[src/rtl/reg_pkg.sv]
// Shared definitions for the general-purpose datapath registers:
// default width, reset value, the word type and a parity helper.
package reg_pkg;

    localparam int REG_WIDTH = 16;
    localparam logic [REG_WIDTH-1:0] REG_RESET_VAL = 16'h0000;

    typedef logic [REG_WIDTH-1:0] word_t;

    // Even parity: XOR of all bits, so the word plus this bit has an even count of ones.
    function automatic logic even_par(input word_t v);
        return ^v;
    endfunction

endpackage

[src/rtl/dff_en.sv]
// Single-bit D flip-flop with load enable and asynchronous active-low reset.
module dff_en #(
    parameter logic RST_VAL = 1'b0
) (
    input  logic clk,
    input  logic rst_n,
    input  logic en,
    input  logic d,
    output logic q
);

    always_ff @(posedge clk or negedge rst_n) begin
        if (!rst_n) begin
            q <= RST_VAL;
        end else if (en) begin
            q <= d;
        end
    end

endmodule

[src/rtl/reg16_we.sv]
// 16-bit write-enabled storage register built from per-bit enable flops.
// Define REG16_PARITY_EN to add a registered even-parity output O_PAR.
module reg16_we
    import reg_pkg::*;
#(
    parameter int WIDTH = REG_WIDTH,
    parameter logic [WIDTH-1:0] RESET_VAL = REG_RESET_VAL
) (
    input  logic             CLK,
    input  logic             RST_N,
    input  logic             Write,
    input  logic [WIDTH-1:0] I,
`ifdef REG16_PARITY_EN
    output logic             O_PAR,
`endif
    output logic [WIDTH-1:0] O
);

    for (genvar b = 0; b < WIDTH; b++) begin : g_bit
        dff_en #(
            .RST_VAL(RESET_VAL[b])
        ) u_bit (
            .clk  (CLK),
            .rst_n(RST_N),
            .en   (Write),
            .d    (I[b]),
            .q    (O[b])
        );
    end

`ifdef REG16_PARITY_EN
    // Parity is computed from I and captured on the same enable, so it tracks O exactly.
    dff_en #(
        .RST_VAL(even_par(RESET_VAL))
    ) u_par (
        .clk  (CLK),
        .rst_n(RST_N),
        .en   (Write),
        .d    (even_par(I)),
        .q    (O_PAR)
    );
`else
    // Without parity the register is just the data flops above.
`endif

endmodule

[config.mk]
export PLATFORM = sky130hd
export DESIGN_NAME = reg16_we
export DESIGN_NICKNAME = d
export VERILOG_FILES = /design/src/rtl/reg_pkg.sv /design/src/rtl/dff_en.sv /design/src/rtl/reg16_we.sv
export SDC_FILE = /design/constraint.sdc
export NUM_CORES = 1
export LEC_CHECK = 0
export ABC_AREA = 1
export CAP_MARGIN = 20
export CORE_MARGIN = 2
export CORE_UTILIZATION = 40
export CTS_CLUSTER_SIZE = 12
export DETAILED_ROUTE_END_ITERATION = 12
export GPL_ROUTABILITY_DRIVEN = 0
export HOLD_SLACK_MARGIN = 0.1
export PLACE_DENSITY = 0.75
export SETUP_SLACK_MARGIN = 0.1
export SLEW_MARGIN = 40
export SYNTH_ARGS = -nofsm -noshare
export SYNTH_HDL_FRONTEND = slang
export SYNTH_SLANG_ARGS = --single-unit
[constraint.sdc]
create_clock -name CLK -period 1 [get_ports CLK]
set_clock_uncertainty 0.15 [all_clocks]
set_input_delay 0.15 -clock CLK [delete_from_list [all_inputs] [get_ports CLK]]
set_output_delay 0.15 -clock CLK [all_outputs]
set_load 0.005 [all_outputs]
==> flow_summary.ini, run 1 <==
[power_and_ir_drop]
ir_drop_mv = 0.922
total_power_mw = 1.45
power.density_mw_per_mm2 = 1380
p_leak_nw = 0.573

[final_layout]
final_common_cell = nand2_1
final_nets = 136
num_antenna_cells = 0
design_area_mm2 = 0.00105
final_layout_size_suffix_gt1_frac = 0.345
reg_top3 = g_bit.u_bit.q x16
post-route-util = 0.594
area_growth_pct = 37.2
largest_reg_flops = 16
layout_common_cells = nand2_1, clkdlybuf4s50_1, dfrtp_1, buf_2, buf_4
regMostFlops = g_bit.u_bit.q

[critical_path]
required_ns = 0.70
cp-start-kind = register
crit_buf_inv = 1
cp_data_arrival_time_ns = 0.81
cp_slowest_cell = dfrtp_1
critPathMaxFanout = 2
path_cells = buf_2
r2r_start = g_bit[2].u_bit.q$_DFFE_PN0P_
worstSetupEndpointType = primary output
cpPeakStageDelay_ns = 0.40
cpLargestDelayFamily = flip-flops
path_class = register to primary output
setup.worst_path.start = g_bit[7].u_bit.q$_DFFE_PN0P_

[global_routing]
grt_pass1_vias = 535
antenna_found_initial = 0
gr-total-overflow = 0
grt_max_degree = 17
grt_pass1_wl_um = 2210
track_usage = 0.142

[clock_tree]
cts_tree = built
cts_buffers = 3
clock-root-buffer = clkbuf_4
cts_buffer_depth = 2
clock_latency_ns = 0.28
clk_pin_slew_worst_paths_ns = 0.09
numClockSinks = 16
htreeDepth = 1

[place]
dp_hpwl_um = 1110
postPlaceCellArea_mm2 = 0.00106
portBuffers = 34

[min_path]
hold_class = primary input to async pin

[synth]
ys_warn_count = 0
yosysSeqAreaShare = 0.524
avgSynthCellArea_um2 = 9.10
ys_ff_latch = 16
synth.distinct_cells = 7
synth_top_area_frac = 0.524
synth.area.top_cells = dfrtp_1, nand2_1, buf_4, nand2_2, buf_6
synth_top_cell_by_area = dfrtp_1
syn-num-nets = 103
synth_cells = 84
netlist_area_um2 = 764

[die]
die_area_mm2 = 0.00228
core_mm2 = 0.00176
rows = 15
initial_core_util = 0.433
die_w_um = 47.7
ios = 35
die_h_um = 47.7

[timing]
hold_viol = 0
final-max-slew-violation-count = 0
finalCriticalPeriod_ns = 1.11
final.period_utilization = 1.11
maxSlewHeadroom = 0.869
fin_ws_ns = -0.110
setup_viol = 16
rsz0062_at_grt = true
fmax_mhz = 901
worst_slew_pin_slew_ns = 0.196

[route]
wirelength_um = 1490
drtPass1Iterations = 4
drc = 0
num_vias = 600
vias_per_cell = 4.26
drtIter0Drc = 4
antenna_left = 0
wl_per_cell_um = 10.6

[outcome]
outcome = complete, but fails checks
violations = negative setup slack

[run]
maxCapViolCount = 0
-- final cells by class --
| type | count | area, um^2 |
|---|---|---|
| inverters | 1 | 8.76 |
| multi-input cells | 48 | 195 |
| flip-flops and latches | 16 | 400 |
| repair buffers | 47 | 377 |
| clock buffers | 4 | 36.3 |
| well taps | 25 | 31.3 |
| fillers | 179 | 716 |
-- per-layer routing --
layer	vias up	wire (um)	global-route usage
met5	-	0	0
met4	0	22	0.0811
met3	4	136	0.0302
met2	28	663	0.235
met1	270	669	0.171
li1	298	-	-
-- synthesized netlist by cell type --
| cell type | instances |
|---|---|
| buf_4 | 16 |
| inv_6 | 1 |
| buf_6 | 2 |
| buf_12 | 1 |
| nand2_2 | 5 |
| nand2_1 | 43 |
| dfrtp_1 | 16 |
-- cells by family (layout without fill, tap and decap cells) --
| family | after synthesis | in the layout | share of synthesized area |
|---|---|---|---|
| AND/OR/NAND/NOR | 48 | 48 | 0.252 |
| buffers and inverters | 20 | 52 | 0.224 |
| flip-flops | 16 | 16 | 0.524 |
-- where the power goes --
| part | internal (mW) | leakage [nW] | switching, mW | total [mW] |
|---|---|---|---|---|
| registers | 0.704 | 0.195 | 0.0290 | 0.733 |
| clock network | 0.221 | 0.0210 | 0.190 | 0.411 |
| logic | 0.186 | 0.357 | 0.122 | 0.307 |
| total | 1.11 | 0.573 | 0.340 | 1.45 |
-- metrics by stage --
step	cells	setup slack, ns	hold slack, ns	setup TNS (ns)
floorplan	84	0.208	-0.296	0
global placement	134	-0.269	0.302	-5.97
detailed placement	134	-0.293	0.314	-6.31
CTS	139	-0.116	0.0410	-1.63
global route	141	-0.157	0.0266	-2.15
finish	141	-0.110	0.0408	-1.47
-- final timing paths --
check                                                      to  slack [ns]  cells after the start
worst max-delay path                                     O[7]       -0.11                      1
worst min-delay path            g_bit[12].u_bit.q$_DFFE_PN0P_        0.04                      2
worst max register to register   g_bit[2].u_bit.q$_DFFE_PN0P_        0.05                      4
worst min register to register  g_bit[10].u_bit.q$_DFFE_PN0P_        0.33                      2
max in group asynchronous       g_bit[15].u_bit.q$_DFFE_PN0P_        0.54                      2
min in group CLK                g_bit[10].u_bit.q$_DFFE_PN0P_        0.25                      3
-- repair_timing --
| item | CTS | global route |
|---|---|---|
| setup endpoints to repair | 32 | 17 |
| pin swaps | 3 | 2 |
| gates resized for setup | 65 | 3 |
| endpoints found under the hold margin | 16 | 16 |
| buffers inserted | 4 | 3 |
Note: power is estimated with default switching activity, not from simulation.
==> inputs of run 2 (changes only) <==
--- a/config.mk
+++ b/config.mk
@@ -7,13 +7,16 @@
 export LEC_CHECK = 0
 export ABC_AREA = 1
 export CAP_MARGIN = 20
+export CELL_PAD_IN_SITES_DETAIL_PLACEMENT = 1
+export CELL_PAD_IN_SITES_GLOBAL_PLACEMENT = 2
 export CORE_MARGIN = 2
-export CORE_UTILIZATION = 40
+export CORE_UTILIZATION = 23
+export CTS_BUF_LIST = sky130_fd_sc_hd__clkbuf_2
 export CTS_CLUSTER_SIZE = 12
 export DETAILED_ROUTE_END_ITERATION = 12
 export GPL_ROUTABILITY_DRIVEN = 0
 export HOLD_SLACK_MARGIN = 0.1
-export PLACE_DENSITY = 0.75
+export PLACE_DENSITY = 0.76
 export SETUP_SLACK_MARGIN = 0.1
 export SLEW_MARGIN = 40
 export SYNTH_ARGS = -nofsm -noshare
==> flow_summary.ini, run 2 (synthesis gave the netlist of run 1 again) <==
[global_routing]
antenna_found_initial = 0
track_usage = 0.102
grt_pass1_vias = 621
grt_pass1_wl_um = 2820
gr-total-overflow = 0
grt_max_degree = 17

[critical_path]
regToRegSetupSlack_ns = 0.02
r2r_end = g_bit[0].u_bit.q$_DFFE_PN0P_
critPathMaxFanout = 2
path_class = register to primary output
cp_slowest_cell = dfrtp_1
cpPeakStageDelay_ns = 0.42
r2r_start = g_bit[0].u_bit.q$_DFFE_PN0P_
worstSetupEndpointType = primary output
crit_buf_inv = 1
cp_data_arrival_time_ns = 0.85
cp-start-kind = register
path_cells = buf_2
endpoint = O[14]
setup.worst_path.start = g_bit[14].u_bit.q$_DFFE_PN0P_
required_ns = 0.70
crit_cells = 1
reg2regPathDepth = 4
cpLargestDelayFamily = flip-flops

[clock_tree]
numClockSinks = 16
cts_tree = built
htreeDepth = 1
clk_pin_slew_worst_paths_ns = 0.16
clock-root-buffer = clkbuf_2
cts_buffers = 3
clock_latency_ns = 0.28
cts_buffer_depth = 2

[route]
drtPass1Iterations = 4
vias_per_cell = 3.87
antenna_left = 0
wirelength_um = 1830
num_vias = 642
drc = 0
drtIter0Drc = 4
wl_per_cell_um = 11.0

[die]
die_w_um = 61.7
rows = 20
initial_core_util = 0.246
ios = 35
die_h_um = 61.7
core_mm2 = 0.00310
die_area_mm2 = 0.00380

[timing]
maxSlewHeadroom = 0.858
hold_viol = 0
final.period_utilization = 1.15
worst_slew_pin_slew_ns = 0.213
fmax_mhz = 870
hold_slack_ns = 0.0177
setup_viol = 16
finalCriticalPeriod_ns = 1.15
rsz0062_at_grt = true
final-max-slew-violation-count = 0
fin_ws_ns = -0.149

[min_path]
hold_class = primary input to async pin

[power_and_ir_drop]
switching_share = 0.272
ir_drop_mv = 0.733
p_leak_nw = 0.599
p_comb_frac = 0.253
p_clk_frac = 0.215
p_seq_frac = 0.532
net-switching-power_mw = 0.377
p_int_mw = 1.01
power.density_mw_per_mm2 = 1240

[final_layout]
fillers = 392
num_antenna_cells = 0
final_cells = 166
post-route-util = 0.360
reg_top3 = g_bit.u_bit.q x16
area_growth_pct = 46.2
final_common_cell = nand2_1
largest_reg_flops = 16
final_nets = 142
layout_common_cells = nand2_1, clkdlybuf4s50_1, dfrtp_1, buf_2, buf_4
final_layout_size_suffix_gt1_frac = 0.402
regMostFlops = g_bit.u_bit.q

[outcome]
outcome = complete, but fails checks
violations = negative setup slack

[place]
dp_hpwl_um = 1260
dp_cells = 153
portBuffers = 34

[run]
maxCapViolCount = 0
[run 2: area by class of cell]
class | count | area (um^2) | area share
clock buffers | 3 | 15.0 | 0.0134
repair buffers | 53 | 429 | 0.384
clock inverters | 1 | 3.75 | 0.00336
flip-flops and latches | 16 | 400 | 0.358
well taps | 44 | 55.1 | 0.0493
multi-input cells | 48 | 205 | 0.184
inverters | 1 | 8.76 | 0.00784
[run 2: power by group through the flow]
stage	Sequential (mW)	Combinational (mW)	Clock, mW
finish	0.736	0.351	0.298
global route	0.742	0.392	0.348
CTS	0.734	0.313	0.321
detailed placement	0.748	0.350	0
global placement	0.749	0.342	0
floorplan	0.742	0.176	0
[run 2: metrics by stage]
step | setup TNS, ns | power, mW | worst slack [ns] | instance area, um^2
6_report | -2.09 | 1.38 | -0.149 | 1120
5_1_grt | -3.08 | 1.48 | -0.213 | 1120
4_1_cts | -2.45 | 1.37 | -0.167 | 1050
3_5_place_dp | -6.76 | 1.10 | -0.319 | 1080
3_3_place_gp | -6.12 | 1.09 | -0.279 | 1080
2_1_floorplan | 0 | 0.919 | 0.208 | 764
[run 2: worst register-to-register path, delay by kind of cell, from the launching register on]
family,cells,cell delay (ns)
flops,1,0.41
buf+inv,2,0.25
simple gates,2,0.09
[run 2: repair_timing]
item	CTS	global route
pin swaps	3	5
buffers inserted	6	7
endpoints found under the hold margin	16	16
gates resized for setup	66	8
endpoints found under the setup margin	32	22
[run 2: metal layers]
metal | vias up | share of wire | global-route usage
li1 | 308 | - | -
met1 | 304 | 0.46 | 0.140
met2 | 30 | 0.44 | 0.159
met3 | 0 | 0.098 | 0.0420
met4 | 0 | 0 | 0.00912
met5 | - | 0 | 0
[run 2: how the worst min path moves through the flow]
stage,startpoint,to,depth (start not counted)
detailed placement,g_bit[13].u_bit.q$_DFFE_PN0P_,g_bit[13].u_bit.q$_DFFE_PN0P_,2
floorplan,RST_N,g_bit[0].u_bit.q$_DFFE_PN0P_,0
global route,RST_N,g_bit[1].u_bit.q$_DFFE_PN0P_,2
global placement,g_bit[7].u_bit.q$_DFFE_PN0P_,g_bit[7].u_bit.q$_DFFE_PN0P_,2
CTS,RST_N,g_bit[1].u_bit.q$_DFFE_PN0P_,2
finish,RST_N,g_bit[1].u_bit.q$_DFFE_PN0P_,2
==> inputs of run 3 (changes only) <==
--- a/config.mk
+++ b/config.mk
@@ -9,7 +9,6 @@
 export CAP_MARGIN = 20
 export CELL_PAD_IN_SITES_DETAIL_PLACEMENT = 1
 export CELL_PAD_IN_SITES_GLOBAL_PLACEMENT = 2
-export CORE_MARGIN = 2
 export CORE_UTILIZATION = 23
 export CTS_BUF_LIST = sky130_fd_sc_hd__clkbuf_2
 export CTS_CLUSTER_SIZE = 12
@@ -18,7 +17,7 @@
 export HOLD_SLACK_MARGIN = 0.1
 export PLACE_DENSITY = 0.76
 export SETUP_SLACK_MARGIN = 0.1
-export SLEW_MARGIN = 40
+export SLEW_MARGIN = 5
 export SYNTH_ARGS = -nofsm -noshare
 export SYNTH_HDL_FRONTEND = slang
 export SYNTH_SLANG_ARGS = --single-unit
==> flow_summary.ini, run 3 (synthesis gave the netlist of run 1 again) <==
[outcome]
outcome = complete, but fails checks
violations = negative setup slack

[clock_tree]
numClockSinks = 16
cts_buffer_depth = 2
clock-root-buffer = clkbuf_2
clk_pin_slew_worst_paths_ns = 0.16
cts_buffers = 3
clock_latency_ns = 0.27
htreeDepth = 1
cts_tree = built

[die]
ios = 35
die_w_um = 59.7
die_h_um = 59.7
initial_core_util = 0.246
die_area_mm2 = 0.00356
rows = 20
core_mm2 = 0.00310

[timing]
worst_slew_pin_slew_ns = 0.222
fmax_mhz = 869
rsz0062_at_grt = true
setup_viol = 16
final.period_utilization = 1.15
maxSlewHeadroom = 0.852
finalCriticalPeriod_ns = 1.15
final-max-slew-violation-count = 0
hold_viol = 0
hold_slack_ns = 0.0210
fin_ws_ns = -0.150

[final_layout]
num_antenna_cells = 0
layout_common_cells = nand2_1, clkdlybuf4s50_1, dfrtp_1, buf_2
regMostFlops = g_bit.u_bit.q
fillers = 397
reg_top3 = g_bit.u_bit.q x16
final_common_cell = nand2_1
seq_area_um2 = 400
final_layout_size_suffix_gt1_frac = 0.365
multiInputGateArea_um2 = 210
design_area_mm2 = 0.00106
area_growth_pct = 39.0
final_nets = 135
largest_reg_flops = 16

[power_and_ir_drop]
p_int_mw = 0.976
power.density_mw_per_mm2 = 1260
net-switching-power_mw = 0.359
switching_share = 0.269
p_clk_frac = 0.216
p_comb_frac = 0.234
ir_drop_mv = 0.509
p_seq_frac = 0.550
p_leak_nw = 0.566

[critical_path]
regToRegSetupSlack_ns = 0.10
reg2regPathDepth = 3
cpPeakStageDelay_ns = 0.43
crit_buf_inv = 1
cp_data_arrival_time_ns = 0.85
critPathMaxFanout = 2
path_class = register to primary output
r2r_start = g_bit[11].u_bit.q$_DFFE_PN0P_
cpLargestDelayFamily = flip-flops
r2r_end = g_bit[11].u_bit.q$_DFFE_PN0P_
worstSetupEndpointType = primary output
required_ns = 0.70
path_cells = buf_2
cp_slowest_cell = dfrtp_1
cp-start-kind = register

[run]
maxCapViolCount = 0

[min_path]
hold_class = primary input to async pin

[route]
drc = 0
vias_per_cell = 3.69
drtPass1Iterations = 4
wl_per_cell_um = 10.9
drtIter0Drc = 7
antenna_left = 0
wirelength_um = 1740
num_vias = 587

[global_routing]
grt_pass1_wl_um = 2670
track_usage = 0.101
gr-total-overflow = 0
antenna_found_initial = 0
grt_max_degree = 17
grt_pass1_vias = 618

[place]
dp_hpwl_um = 1240
postPlaceCellArea_mm2 = 0.00107
portBuffers = 34
-- run 3: cell count changes in the layout (fill, tap and decap cells not counted), sizes merged --
cell / delta
buf: -7
-- run 3: how the worst max path moves through the flow --
| stage | start | endpoint | slack [ns] | cells past startpoint |
|---|---|---|---|---|
| finish | g_bit[11].u_bit.q$_DFFE_PN0P_ | O[11] | -0.15 | 1 |
| global route | g_bit[11].u_bit.q$_DFFE_PN0P_ | O[11] | -0.20 | 1 |
| CTS | g_bit[11].u_bit.q$_DFFE_PN0P_ | O[11] | -0.16 | 1 |
| detailed placement | Write | g_bit[12].u_bit.q$_DFFE_PN0P_ | -0.33 | 4 |
| global placement | Write | g_bit[2].u_bit.q$_DFFE_PN0P_ | -0.26 | 4 |
| floorplan | g_bit[0].u_bit.q$_DFFE_PN0P_ | O[0] | 0.21 | 1 |
-- run 3: repair_timing --
action	CTS	global route
hold endpoints to repair	16	16
setup endpoints to repair	32	22
setup buffers	3	5
pin swaps	1	5
gates resized for setup	65	8
-- run 3: final cells by class --
| class | count | share of cell area |
|---|---|---|
| Sequential cell | 16 | 0.377 |
| Timing Repair Buffer | 46 | 0.347 |
| Tap cell | 44 | 0.0518 |
| Clock inverter | 1 | 0.00353 |
| Clock buffer | 3 | 0.0141 |
| Multi-Input combinational cell | 48 | 0.198 |
| Inverter | 1 | 0.00824 |
-- run 3: through the flow --
step	instances	worst slack [ns]	setup TNS [ns]	total power [mW]	utilization
after floorplan	84	0.208	0	0.919	-
after global placement	151	-0.263	-6.09	1.08	0.345
after detailed placement	151	-0.326	-6.80	1.09	0.345
after CTS	157	-0.158	-2.26	1.34	0.329
after global routing	159	-0.202	-2.87	1.43	0.342
final	159	-0.150	-1.86	1.34	0.342
-- run 3: power groups by stage --
| stage | logic (mW) | clock network (mW) | registers, mW |
|---|---|---|---|
| final | 0.313 | 0.288 | 0.734 |
| after global routing | 0.346 | 0.341 | 0.742 |
| after CTS | 0.295 | 0.314 | 0.733 |
| after detailed placement | 0.340 | 0 | 0.748 |
| after global placement | 0.332 | 0 | 0.748 |
| after floorplan | 0.176 | 0 | 0.742 |
-- run 3: routing by layer --
layer,share of wire,global-route usage,up-vias
met2,0.45,0.157,26
met5,0,0,-
met1,0.46,0.134,268
met3,0.089,0.0260,0
li1,-,-,293
met4,0,0.0399,0
